**src/rtl/vote_collector_if.sv**
```systemverilog
// rtl/vote_collector_if.sv - voter key / start inputs and ballot outputs of vote_collector
//
// Purpose : bundles the control inputs (start, raw keys) and the ballot outputs
//           (abc, valid, busy, remaining) of the vote collector.
// Ports   : master - drives start/key_a/key_b/key_c, observes the ballot
//           slave  - the collector itself
interface vote_collector_if #(
    parameter int WINDOW_CYCLES = 16
);
    localparam int TW = $clog2(WINDOW_CYCLES + 1);

    logic          start;
    logic          key_a;
    logic          key_b;
    logic          key_c;
    logic [2:0]    abc;
    logic          valid;
    logic          busy;
    logic [TW-1:0] remaining;

    modport master (
        output start, key_a, key_b, key_c,
        input  abc, valid, busy, remaining
    );

    modport slave (
        input  start, key_a, key_b, key_c,
        output abc, valid, busy, remaining
    );
endinterface

```
**src/rtl/vote_collector.sv**
```systemverilog
// rtl/vote_collector.sv - debounced three-voter ballot collector with timed window
//
// Purpose : synchronises and debounces keys A/B/C, opens a voting window on start,
//           latches each voter's first press and presents a frozen ballot when the
//           window closes (timeout or all three voted).
// Ports   : clk        - system clock, rising edge
//           rst_n      - asynchronous active-low reset
//           bus.start  - opens a window from IDLE or DONE
//           bus.key_*  - raw voter keys, asynchronous, active high
//           bus.abc    - frozen ballot {A,B,C}, zero unless valid
//           bus.valid  - completed ballot present (DONE)
//           bus.busy   - window open (VOTING)
//           bus.remaining - cycles left in the window, zero outside VOTING
module vote_collector #(
    parameter int DEBOUNCE_CYCLES = 4,
    parameter int WINDOW_CYCLES   = 16
) (
    input  logic           clk,
    input  logic           rst_n,
    vote_collector_if.slave bus
);
    localparam int TW = $clog2(WINDOW_CYCLES + 1);
    localparam int CW = $clog2(DEBOUNCE_CYCLES + 1);

    typedef enum logic [1:0] {
        ST_IDLE,
        ST_VOTING,
        ST_DONE
    } state_t;

    // Bit 2 = A, bit 1 = B, bit 0 = C throughout.
    logic [2:0] keys;
    logic [2:0] sync1;
    logic [2:0] sync2;
    logic [2:0] level;
    logic [2:0] press;

    assign keys = {bus.key_a, bus.key_b, bus.key_c};

    always_ff @(posedge clk or negedge rst_n) begin
        if (!rst_n) begin
            sync1 <= 3'b000;
            sync2 <= 3'b000;
        end else begin
            sync1 <= keys;
            sync2 <= sync1;
        end
    end

    for (genvar i = 0; i < 3; i++) begin : g_db
        logic [CW-1:0] cnt;
        logic          lvl;
        logic          lvl_d;

        // The level flips only after the synced input has disagreed with it for
        // DEBOUNCE_CYCLES consecutive cycles; any agreeing cycle restarts the count.
        always_ff @(posedge clk or negedge rst_n) begin
            if (!rst_n) begin
                cnt   <= '0;
                lvl   <= 1'b0;
                lvl_d <= 1'b0;
            end else begin
                lvl_d <= lvl;
                if (sync2[i] == lvl) begin
                    cnt <= '0;
                end else if (cnt == CW'(DEBOUNCE_CYCLES - 1)) begin
                    cnt <= '0;
                    lvl <= sync2[i];
                end else begin
                    cnt <= cnt + 1'b1;
                end
            end
        end

        assign level[i] = lvl;
        assign press[i] = lvl & ~lvl_d;
    end

    state_t        state_q, state_d;
    logic [2:0]    votes_q, votes_d;
    logic [2:0]    abc_q, abc_d;
    logic [TW-1:0] rem_q, rem_d;
    logic [2:0]    all_votes;

    always_ff @(posedge clk or negedge rst_n) begin
        if (!rst_n) begin
            state_q <= ST_IDLE;
            votes_q <= 3'b000;
            abc_q   <= 3'b000;
            rem_q   <= '0;
        end else begin
            state_q <= state_d;
            votes_q <= votes_d;
            abc_q   <= abc_d;
            rem_q   <= rem_d;
        end
    end

    always_comb begin
        state_d   = state_q;
        votes_d   = votes_q;
        abc_d     = abc_q;
        rem_d     = rem_q;
        // Include this cycle's presses so a final-cycle press still counts.
        all_votes = votes_q | press;
        case (state_q)
            ST_IDLE, ST_DONE: begin
                if (bus.start) begin
                    state_d = ST_VOTING;
                    votes_d = 3'b000;
                    abc_d   = 3'b000;
                    rem_d   = TW'(WINDOW_CYCLES - 1);
                end
            end
            ST_VOTING: begin
                if (rem_q == '0 || all_votes == 3'b111) begin
                    state_d = ST_DONE;
                    abc_d   = all_votes;
                    votes_d = all_votes;
                    rem_d   = '0;
                end else begin
                    votes_d = all_votes;
                    rem_d   = rem_q - TW'(1);
                end
            end
            default: begin
                state_d = ST_IDLE;
                votes_d = 3'b000;
                abc_d   = 3'b000;
                rem_d   = '0;
            end
        endcase
    end

    assign bus.abc       = abc_q;
    assign bus.valid     = (state_q == ST_DONE);
    assign bus.busy      = (state_q == ST_VOTING);
    assign bus.remaining = rem_q;
endmodule
```
**src/flat_wrapper.sv**
```systemverilog
// flat-port wrapper written by rule: the top's interface ports become plain ports
module vote_collector_flat 
#(
    parameter int DEBOUNCE_CYCLES = 4,
    parameter int WINDOW_CYCLES   = 16
)
  (clk, rst_n, bus_start, bus_key_a, bus_key_b, bus_key_c, bus_abc, bus_valid, bus_busy, bus_remaining);
  vote_collector_if #(.WINDOW_CYCLES(WINDOW_CYCLES)) bus_i ();
  input  logic clk;
  input  logic rst_n;
  input wire logic [$bits(bus_i.start)-1:0] bus_start;
  input wire logic [$bits(bus_i.key_a)-1:0] bus_key_a;
  input wire logic [$bits(bus_i.key_b)-1:0] bus_key_b;
  input wire logic [$bits(bus_i.key_c)-1:0] bus_key_c;
  output wire logic [$bits(bus_i.abc)-1:0] bus_abc;
  output wire logic [$bits(bus_i.valid)-1:0] bus_valid;
  output wire logic [$bits(bus_i.busy)-1:0] bus_busy;
  output wire logic [$bits(bus_i.remaining)-1:0] bus_remaining;
  assign bus_i.start = bus_start;
  assign bus_i.key_a = bus_key_a;
  assign bus_i.key_b = bus_key_b;
  assign bus_i.key_c = bus_key_c;
  assign bus_abc = bus_i.abc;
  assign bus_valid = bus_i.valid;
  assign bus_busy = bus_i.busy;
  assign bus_remaining = bus_i.remaining;
  vote_collector #(.DEBOUNCE_CYCLES(DEBOUNCE_CYCLES), .WINDOW_CYCLES(WINDOW_CYCLES)) u_core (.clk(clk), .rst_n(rst_n), .bus(bus_i));
endmodule
```
**config.mk**
```make
export PLATFORM = sky130hd
export DESIGN_NAME = vote_collector_flat
export DESIGN_NICKNAME = d
export VERILOG_FILES = /design/src/rtl/vote_collector_if.sv /design/src/rtl/vote_collector.sv /design/src/flat_wrapper.sv
export SDC_FILE = /design/constraint.sdc
export NUM_CORES = 1
export LEC_CHECK = 0
export BUFFER_PORTS_ARGS = -buffer_cell sky130_fd_sc_hd__buf_4
export CORE_ASPECT_RATIO = 0.9
export CORE_MARGIN = 10
export CORE_UTILIZATION = 44
export CTS_CLUSTER_DIAMETER = 60
export DETAILED_ROUTE_END_ITERATION = 16
export SYNTH_ARGS = -nofsm -noshare
export SYNTH_HDL_FRONTEND = slang
export SYNTH_SLANG_ARGS = --single-unit
```
**constraint.sdc**
```tcl
create_clock -name clk -period 2.2 [get_ports clk]
set_input_delay 0.11 -clock clk [delete_from_list [all_inputs] [get_ports clk]]
set_output_delay 0.11 -clock clk [all_outputs]
set_load 0.1 [all_outputs]
```
==> qor.csv <==
stage,metric,value,unit
logic_synthesis,"Seq/Total Area, Yosys",0.612,
route,initial drt markers,58,
logic_synthesis,post-synthesis compound-gate area fraction,0.113,
logic_synthesis,Adder-Cell Fraction of Synth Area,0.0450,
hold_path,min-delay src,bus_start,
sta,final setup vio count,0,
worst_setup_path,CP endpoint kind,flop,
worst_setup_path,Worst EP required,2.42,ns
route,wire length per cell,13.0,um
worst_setup_path,reg2reg start,u_core.state_q[0],
route,antenna-violating nets left,0,
logic_synthesis,largest family of logic cells by synthesized area,simple AND/OR/NAND/NOR gates,
logic_synthesis,Netlist cell types,30,
sta,Least-Margin Pin Slew,0.457,ns
logic_synthesis,warning count from the yosys run,0,
final_layout,Area Overhead vs Synth,22.0,%
clock_tree,CTS tree,built,
place,IO buf count,15,
grt,routing usage on met2,0.144,
worst_setup_path,Reg2Reg Depth,4,
place,Final GP Congestion,0.810,
worst_setup_path,reg-to-reg endpoint,u_core.bus.abc[0],
clock_tree,# clock sinks,34,
sta,fmax,579,MHz
floorplanning,die width,79.2,um
clock_tree,total CTS buffers,5,
grt,GRT Total Usage,0.0885,
sta,clock period minus worst slack,1.73,ns
grt,GRT Max-Usage Layer,met2,
hold_path,hold depth,3,
floorplanning,std cell rows,19,
logic_synthesis,post-synthesis mux area share,0.0477,
worst_setup_path,startpoint class of the critical path,flop,
worst_setup_path,flop2flop setup slack,0.47,ns
final_layout,most frequent cells in the layout,"dfrtp_1 (33), buf_4 (15), inv_1 (9)",
final_layout,layout net count,149,
final_layout,"commonest non-fill, non-tap cell in the layout",dfrtp_1,
floorplanning,Top Ports,16,
floorplanning,Starting Density,0.457,
logic_synthesis,mapped cell area,1390,um^2
clock_tree,Clock transition at path regs,0.11,ns
logic_synthesis,Seq cells post-synth,34,
logic_synthesis,Post-Synth Simple-Gate Area,0.124,
sta,Setup TNS Final,0,ns
grt,vias in the first global route,911,
grt,antenna violations before repair,0,
sta,"Slew Viols, Final",0,
grt,aggregate global routing overflow,0,
logic_synthesis,Synth Area in XOR/XNOR,0.0252,
worst_setup_path,arrival time worst endpoint,1.95,ns
clock_tree,postcts setup bufs,0,
worst_setup_path,crit path launch,u_core.state_q[0],
route,WL final,2.35,mm
worst_setup_path,worst setup path class,reg2reg,
hold_path,worst hold path type,in2reg,
clock_tree,clk root buf,clkbuf_4,
logic_synthesis,Post-Synthesis Cells,114,
logic_synthesis,syn_area_per_cell,12.2,um^2
logic_synthesis,Synthesized Nets,125,
place,Detail Placement HPWL,1.69,mm
floorplanning,Core ar.,3040,um^2
sta,Worst slew margin,0.695,
grt,GR Layer Usage met1,0.0978,
floorplanning,die footprint,5810,um^2
outcome,status,"finished, final reports clean",
grt,met3 usage,0.0427,
sta,Fin. Hold Viols,0,
grt,largest net degree at the start of global routing,35,
sta,unrepaired setup endpoints after global routing,false,
route,Via Count,902,
final_layout,Inserted Diodes,0,
route,TritonRoute pass-1 iters,4,
grt,first-pass GRT wire length,4.10,mm
floorplanning,Die Height,73.3,um
route,number of remaining DRC errors,0,
clock_tree,Worst-Skew Late Latency,0.33,ns
sta,clock skew,0.00804,ns
final_layout,fraction of layout cells with a size suffix above 1,0.223,
route,DR vias/cell,4.98,
clock_tree,CTS Buffer Depth,2,
worst_setup_path,CP max FO,10,
sta,post-route clock period utilization,0.785,
run,Max-Cap Viols,0,
worst_setup_path,CP endpoint,u_core.bus.abc[0],
clock_tree,H-Tree Depth,2,
## worst min path at each step
stage                                    endpoint  slack [ns]
after floorplan                 u_core.bus.abc[0]       -0.19
after global placement      u_core.g_db[1].cnt[2]        0.07
after detailed placement    u_core.g_db[1].cnt[2]        0.08
after CTS                 u_core.bus.remaining[2]        0.08
after global routing      u_core.bus.remaining[0]        0.07
final                     u_core.bus.remaining[2]        0.07
## synth_stat cells
cell	n	share of area
dfrtp_1	34	0.61
inv_1	9	0.024
nor2_1	8	0.022
nor2b_1	6	0.027
ha_1	5	0.045
nor3b_1	5	0.027
o21ai_0	5	0.018
nor3_1	4	0.014
o22ai_1	4	0.018
xnor2_1	4	0.025
a21oi_1	3	0.011
mux2_2	3	0.024
nand2b_1	3	0.014
a22o_1	2	0.013
and2_1	2	0.0090
mux2_1	2	0.016
nand2_1	2	0.0054
a211o_1	1	0.0063
a222oi_1	1	0.0072
a22o_2	1	0.0072
a31o_2	1	0.0063
a31oi_1	1	0.0045
buf_2	1	0.0036
buf_4	1	0.0054
mux2i_1	1	0.0072
nand2b_2	1	0.0063
o21ai_1	1	0.0036
o21ai_2	1	0.0063
o21bai_1	1	0.0054
o32ai_1	1	0.0063
## what timing repair did
item / 4_1_cts / 5_1_grt
setup endpoints to repair: 0 / 0
hold buffers: 4 / 0
endpoints found under the hold margin: 37 / 0
gates resized for setup: 0 / 0
## flip-flops by register name (all words and copies together) (netlist names)
register              count
u_core.state_q            2
u_core.sync1              3
u_core.g_db.lvl_d         3
u_core.bus.abc            3
u_core.votes_q            3
u_core.bus.remaining      5
u_core.sync2              3
u_core.g_db.cnt           9
u_core.g_db.lvl           3
## layer usage
| metal | vias up | wire [um] |
|---|---|---|
| li1 | 441 | - |
| met4 | 0 | 29 |
| met2 | 16 | 1160 |
| met3 | 4 | 134 |
| met5 | - | 0 |
| met1 | 441 | 1030 |
## cell type report
cell class | instances | area (um^2)
fill | 281 | 1350
sequential | 34 | 852
multi-input combinational | 69 | 493
timing repair buffer | 19 | 153
clock inverter | 2 | 60.1
tap | 42 | 52.6
clock buffer | 6 | 51.3
inverter | 9 | 33.8
## worst max-delay path: stages, from the launching register on
cell and delay (ns):
dfrtp_1 0.53, nand2b_1 0.27, a31o_2 0.30, o21ai_2 0.19
mux2_1 0.33
## per-stage QoR
step	instance area, um^2	utilization	hold slack, ns	std cells	setup WS, ns
global placement	1540	0.507	0.0740	169	0.542
floorplan	1390	-	-0.186	114	0.0323
detailed placement	1540	0.507	0.0829	169	0.507
global route	1700	0.557	0.0729	181	0.351
finish	1700	0.557	0.0735	181	0.472
CTS	1700	0.557	0.0756	181	0.467
## cells by family after synthesis
logic type / after synthesis
buffers and inverters: 11
adders and majority gates: 5
xor gates and xnor gates: 4
and+or+nand+nor: 31
DFF: 34
AOI/OAI and AO/OA: 23
muxes: 6
Power is left out: the tool's default activity adds up to more than one toggle a clock period on the data nets, which glitch-free logic cannot reach.
